==> src/rtl/byte_striping_n.sv <==
// byte_striping_n: distributes a stream of input words round-robin across
// LANES output lanes. A runtime enable mask skips lanes, and a realign
// pulse restarts the rotation at the lowest enabled lane. Every output is
// registered, so a word appears on its lane one clk_2f cycle after it is
// sampled.
module byte_striping_n #(
  parameter int WIDTH = 32,
  parameter int LANES = 4
) (
  input  logic                         clk_2f,
  input  logic                         reset,
  input  logic                         valid_in,
  input  logic [WIDTH-1:0]             Data_in,
  input  logic [LANES-1:0]             lane_en,
  input  logic                         realign,
  output logic [LANES-1:0]             valid_out,
  output logic [LANES*WIDTH-1:0]       lane_out,
  output logic                         stripe_end,
  output logic                         drop,
  output logic [$clog2(LANES)-1:0]     ptr_out
);

  localparam int PW = $clog2(LANES);

  logic [PW-1:0]          ptr_q,   ptr_d;
  logic [LANES-1:0]       valid_q, valid_d;
  logic [LANES*WIDTH-1:0] lane_q,  lane_d;
  logic                   end_q,   end_d;
  logic                   drop_q,  drop_d;

  logic [PW-1:0]          start_s;
  logic [PW-1:0]          target_s;
  logic                   found_s;
  logic [PW-1:0]          hi_s;

  // Find the first enabled lane at or above the start index, wrapping around.
  always_comb begin
    start_s  = realign ? {PW{1'b0}} : ptr_q;
    found_s  = 1'b0;
    target_s = {PW{1'b0}};
    for (int k = 0; k < LANES; k++) begin
      int idx;
      idx = int'(start_s) + k;
      if (idx >= LANES) begin
        idx = idx - LANES;
      end else begin
        idx = idx;
      end
      if (!found_s && lane_en[idx]) begin
        found_s  = 1'b1;
        target_s = PW'(idx);
      end else begin
        found_s  = found_s;
      end
    end
  end

  // Index of the highest enabled lane; a word landing there closes a stripe.
  always_comb begin
    hi_s = {PW{1'b0}};
    for (int i = 0; i < LANES; i++) begin
      if (lane_en[i]) begin
        hi_s = PW'(i);
      end else begin
        hi_s = hi_s;
      end
    end
  end

  // Next-state for pointer, lane registers and the per-word status flags.
  always_comb begin
    ptr_d   = ptr_q;
    valid_d = {LANES{1'b0}};
    lane_d  = lane_q;
    end_d   = 1'b0;
    drop_d  = 1'b0;
    if (valid_in && found_s) begin
      lane_d[int'(target_s)*WIDTH +: WIDTH] = Data_in;
      valid_d = {{(LANES-1){1'b0}}, 1'b1} << target_s;
      end_d   = (target_s == hi_s);
      if (target_s == PW'(LANES-1)) begin
        ptr_d = {PW{1'b0}};
      end else begin
        ptr_d = target_s + PW'(1);
      end
    end else if (valid_in) begin
      // No lane enabled: the word has nowhere to go and is discarded.
      drop_d = 1'b1;
      ptr_d  = realign ? {PW{1'b0}} : ptr_q;
    end else begin
      ptr_d  = realign ? {PW{1'b0}} : ptr_q;
    end
  end

  // State registers; reset clears everything, discarding any in-flight word.
  always_ff @(posedge clk_2f or negedge reset) begin
    if (!reset) begin
      ptr_q   <= {PW{1'b0}};
      valid_q <= {LANES{1'b0}};
      lane_q  <= {(LANES*WIDTH){1'b0}};
      end_q   <= 1'b0;
      drop_q  <= 1'b0;
    end else begin
      ptr_q   <= ptr_d;
      valid_q <= valid_d;
      lane_q  <= lane_d;
      end_q   <= end_d;
      drop_q  <= drop_d;
    end
  end

  assign valid_out  = valid_q;
  assign lane_out   = lane_q;
  assign stripe_end = end_q;
  assign drop       = drop_q;
  assign ptr_out    = ptr_q;

endmodule
==> config.mk <==
export PLATFORM = sky130hd
export DESIGN_NAME = byte_striping_n
export DESIGN_NICKNAME = d
export VERILOG_FILES = /design/src/rtl/byte_striping_n.sv
export SDC_FILE = /design/constraint.sdc
export NUM_CORES = 1
export LEC_CHECK = 0
export ABC_AREA = 1
export BUFFER_PORTS_ARGS = -buffer_cell sky130_fd_sc_hd__buf_2
export CAP_MARGIN = 25
export CELL_PAD_IN_SITES_DETAIL_PLACEMENT = 1
export CELL_PAD_IN_SITES_GLOBAL_PLACEMENT = 1
export CORE_ASPECT_RATIO = 0.75
export CORE_UTILIZATION = 35
export DETAILED_ROUTE_END_ITERATION = 6
export PLACE_DENSITY = 0.76
export SYNTH_ARGS = -nofsm -noshare
export SYNTH_HDL_FRONTEND = slang
export SYNTH_SLANG_ARGS = --single-unit
==> constraint.sdc <==
create_clock -name clk_2f -period 2.84 [get_ports clk_2f]
set_clock_uncertainty 0.05 [all_clocks]
set_input_delay 0.142 -clock clk_2f [delete_from_list [all_inputs] [get_ports clk_2f]]
set_output_delay 0.142 -clock clk_2f [all_outputs]
set_load 0.02 [all_outputs]
### Word-level counts from Yosys, hierarchy flattened

Cells that the tools add are included.

* output and inout port bits: 136
* register bits after elaboration: 136
* input bits: 40

* reduce and logical (&&, ||, !) cells: 7
* magnitude comparators: 8
* equality and inequality tests: 2
* $add $sub $neg: 9
* shifts and indexed selects: 3
* mux-type cells: 35

Operator list (count)
* 128-bit bitwise mux: 1
* 32-bit by 4-bit less-than comparator with 1-bit output (second input constant): 4
* 32-bit 2-to-1 mux: 4
* 32-bit by 33-bit variable shift with 128-bit output (first input constant): 1
* 32-bit by 33-bit variable part select with 128-bit output: 1
* 7-bit negation with 33-bit output: 1
* 2-bit 2-to-1 mux: 9
* 1-bit 2-to-1 mux: 16
* 3-bit by 3-bit subtractor with 4-bit output (second input constant): 3
* 3-bit greater-or-equal comparator (second input constant): 3
* 1-bit binary-select mux with 2-bit select: 4
* 2-bit by 2-bit adder with 3-bit output (second input constant): 2
* 1-bit logical AND: 4
* 4-bit 2-to-1 mux: 1
* 1-bit by 2-bit left shift with 4-bit output (first input constant): 1
* 2-bit by 3-bit subtractor with 4-bit output (second input constant): 1
* 2-bit by 1-bit adder with 3-bit output (second input constant): 1
* 2-bit by 3-bit greater-or-equal comparator with 1-bit output (second input constant): 1
* 1-bit logical NOT: 3
* 2-bit by 1-bit adder with 2-bit output (second input constant): 1
* 2-bit == test: 1
* 2-bit == test (second input constant): 1

### Longest topological paths before layout

* depth in word-level cells: 19
* gate-level depth with buffers: 19
* depth with buffers taken out: 18

### Worst setup path before layout

OpenSTA, ideal clock, no wires.

* kind: flip-flop to flip-flop
* from: register ptr_q[0], in the netlist ptr_out[0]
* to: register lane_q[100], in the netlist lane_out[100]
* path buffers: 4
* required time: 2.714 ns
* clock period less this slack: 2.767 ns
* arrival time: 2.640 ns
* setup slack: 0.073 ns
* cell stages (with the launch flop): 17
* library setup time: 0.076 ns
* cell sequence: dfrtp_1 -> buf_4 -> nand3b_4 -> nand2_2 -> nand2_1 -> nand2_1 -> nand4_1 -> nand2_2 -> nand2_2 -> buf_2 -> ha_1 -> clkbuf_1 -> inv_1 -> clkbuf_1 -> nand2_1 -> nand3b_1 -> o21ai_1

* longest elaborated chain between the ends: 19
* elaborated cells on any way between the ends: 47

RTL lines
* start: declaration: line 25 `logic [PW-1:0] ptr_q, ptr_d;`
* start signal: assignment: line 98 `ptr_q <= {PW{1'b0}};`
* start signal: assignment: line 104 `ptr_q <= ptr_d;`
* 2-bit 2-to-1 mux *
* parallel branches: the longest is 18 deep, another holds 3-bit by 3-bit subtractor with 4-bit output
* end signal: assignment: line 100 `lane_q <= {(LANES*WIDTH){1'b0}};`
* end signal: assignment: line 106 `lane_q <= lane_d;`
* end: declaration: line 27 `logic [LANES*WIDTH-1:0] lane_q, lane_d;`

Every way passes the cells marked *. The select of a mux whose other input is x is not followed.
A chain may end at the register's enable or synchronous reset.

### Worst setup path in the final report

* from: register ptr_q[0], in the netlist ptr_out[0]
* to: register lane_q[121], in the netlist lane_out[121]

The elaborated chain is that of the path after synthesis.

==> results.toml <==
[yosys]
synth-simple-area-share_pct = 33.6
syn_nets = 807
synth_top_family_by_area = "simple AND/OR/NAND/NOR gates"
ys_ff_latch = 136
synth-adder-area-share_pct = 1.53
synth_mux_area_share_pct = 0
synth.distinct_cells = 27
synth-seq-area-share_pct = 52.0
netlist_top_cells_area = "dfrtp_1 (52%), nand2_1 (17%), nand3b_1 (7.1%), nand3_1 (3.8%), nor2_1 (2.5%)"
synth_xor_xnor_area_share_pct = 0
ys_warn_count = 0
synth_compound_area_share_pct = 5.86
syn_area_sq_um = 6540
yosysTopAreaCellShare_pct = 52.0
yosysTopAreaCell = "dfrtp_1"
syn_area_per_cell_sq_um = 8.61
postSynthCellCount = 759

[clock_network]
clockBufferDepth = 2
numCtsBuffers = 17
htree_num_levels = 4
insertion_delay_ns = 0.42
cts_tree = "built"
clkTransAtPathRegs_ns = 0.06
clock-sinks = 136
clockRootBuffer = "clkbuf_16"

[global_route]
grt_use_met3_pct = 5.97
grt_usage_pct = 23.6
antenna_found_initial = 2
overflow = 0
first_global_vias = 6055
met1_usage_pct = 33.7
grt_max_degree = 92
busiest_layer = "met2"
grt_first_pass_wirelength_um = 34700
grtUsageMet2_pct = 35.8

[detailed_routing]
first_pass_iters = 4
drc = 0
drt-initial-drc-count = 443
dr_total_vias = 6000
drt-total-wl_um = 22100
wl_per_cell_um = 18.6
viasPerCell = 5.05
drtAntennaViolNets = 0

[finish]
n_antenna_cell = 0
fin_area_sq_um = 8340
fin_nets = 983
syn2layout_area_growth_pct = 27.6
fin_util_pct = 46.4
layout-drive-gt1-share_pct = 28.8

[power_and_ir_drop]
switching_share_pct = 45.0
p_per_area_nw_per_um2 = 1150
power.share.sequential_pct = 29.0
power.switching_mw = 4.32
internal_power_mw = 5.28
p_leak_nw = 4.59
ir_drop_v = 0.000819
clockPowerShare_pct = 23.7
p_comb_share_pct = 47.3

[worst_setup_path]
crit_required_ns = 3.13
crit_path_end_kind = "flop"
cp.arrival_ns = 2.94
cp_max_fo = 20
crit_type = "flop to flop"
start_kind = "flop"

[timing]
fin_crit_sh_pct = 93.4
hold_viol = 0
worstMarginPinSlew_ns = 0.898
fin_tns_setup_ns = 0
slew_headroom_pct = 40.1
worst_hold_slack_ns = 0.00731
layout_min_cycle_time_ns = 2.65
fmax_mhz = 377
finalSetupViolations = 0
drv_slew = 0

[floorplanning]
num_io_pins = 176
rows = 42
dieArea_sq_um = 19200
die_w_um = 160
coreArea_sq_um = 18000
die_h_um = 120
start_util_pct = 36.4

[place]
post_dp_cell_area_sq_um = 7560
finalWeightedCongestion = 0.829
dp_hpwl_um = 14500
port_buffers = 175

[status]
status = "completed"

[worst_hold_path]
hold_path_class = "input pin to flop"

[flow_run]
cap_violations = 0
[final timing paths]
check	slack [ns]	depth (start not counted)	to	start
worst max register to register	0.19	13	lane_out[121]$_DFFE_PN0P_	ptr_out[0]$_DFF_PN0_
worst min register to register	0.43	2	lane_out[7]$_DFFE_PN0P_	lane_out[7]$_DFFE_PN0P_
min in group asynchronous	0.31	2	stripe_end$_DFF_PN0_	reset
max in group asynchronous	1.65	3	lane_out[125]$_DFFE_PN0P_	reset
worst max-delay path	0.19	13	lane_out[121]$_DFFE_PN0P_	ptr_out[0]$_DFF_PN0_
worst min-delay path	0.007	4	lane_out[31]$_DFFE_PN0P_	Data_in[31]
[worst max-delay path, stage by stage (launching register included)]
cell and delay (ns):
dfrtp_2 0.45, buf_4 0.16, nand3_1 0.12, nand3_1 0.11, nand2_2 0.14, nand4_1 0.15
nand2_2 0.10, nand2_2 0.14, ha_1 0.26, inv_1 0.10, buf_6 0.21, nand2_1 0.12
nand3b_1 0.24, o21ai_0 0.21
[state kept, by name (all words and copies together) (netlist names)]
register and cells:
drop 1, lane_out 128, ptr_out 2, stripe_end 1
valid_out 4
[final cells by class]
type,count,area [sq um]
tap,242,303
clock buffer,22,474
timing repair buffer,205,1180
sequential,136,3410
fill,2187,9630
multi-input combinational,546,2730
inverter,29,121
clock inverter,8,121
[synth_stat cells]
cell type,number
a21oi_1,2
a21oi_2,1
buf_2,18
buf_4,8
buf_6,13
clkbuf_1,10
dfrtp_1,136
ha_1,8
inv_1,22
inv_2,4
inv_4,2
inv_6,1
nand2_1,291
nand2_2,9
nand2_8,3
nand3_1,49
nand3b_1,62
nand3b_4,2
nand4_1,4
nor2_1,43
nor2_2,1
nor2_4,2
nor2_8,1
nor3_1,1
o21ai_0,30
o21ai_1,27
o21ai_2,9
[power by group through the flow]
| stage | Clock, mW | Sequential [mW] | Combinational (mW) |
|---|---|---|---|
| 6_report | 2.27 | 2.79 | 4.54 |
| 2_1_floorplan | 0 | 3.38 | 2.34 |
| 3_5_place_dp | 0 | 2.81 | 4.35 |
| 5_1_grt | 2.37 | 2.85 | 4.94 |
| 3_3_place_gp | 0 | 2.82 | 4.24 |
| 4_1_cts | 2.30 | 2.79 | 4.46 |
[metal layers]
layer	wire (um)	vias to the layer above
met3	1680	17
met2	9820	205
li1	-	2790
met5	13	-
met4	206	2
met1	10400	2986
[stage by stage]
stage	cells	power, mW	setup WS [ns]
after floorplan	759	5.72	0.0732
after global placement	1143	7.06	0.00832
after detailed placement	1143	7.16	-0.276
after CTS	1185	9.55	0.0509
after global routing	1188	10.2	-0.0413
final	1188	9.60	0.188
[timing repair]
action | CTS | global route
buffers inserted | 5 | 2
hold buffers | 6 | 0
pin swaps | 1 | 3
resized for setup | 4 | 15
setup endpoints to repair | 127 | 127
cloned | 1 | 1
hold endpoints to repair | 95 | 0
[logic make-up after synthesis]
| group | after synthesis |
|---|---|
| adders and majority gates | 8 |
| DFF | 136 |
| AOI/OAI and AO/OA | 69 |
| buffers and inverters | 78 |
| and+or+nand+nor | 468 |
[placed cells by master, fill, tap and decap left out]
cell type and count:
nand2_1 290, buf_2 175, dfrtp_1 134, nand3b_1 62
nand3_1 49, nor2_1 42, o21ai_1 29, o21ai_0 28
inv_1 20, clkbuf_16 17, buf_4 15, nand2_2 9
o21ai_2 9, inv_2 6, ha_1 6, dlygate4sd3_1 6
buf_6 5, nand4_1 4, buf_12 4, nor2_4 3
nand2_8 3, clkbuf_8 3, clkinv_2 3, bufinv_16 3
nand3b_4 2, a21oi_1 2, inv_6 2, nor2_2 2
ha_4 2, clkbuf_1 2, dfrtp_2 2, nand2_4 1
a21oi_2 1, inv_4 1, nor2_8 1, nor3_2 1
clkinv_4 1, clkinvlp_4 1
Power figures use the tool's default switching activity.
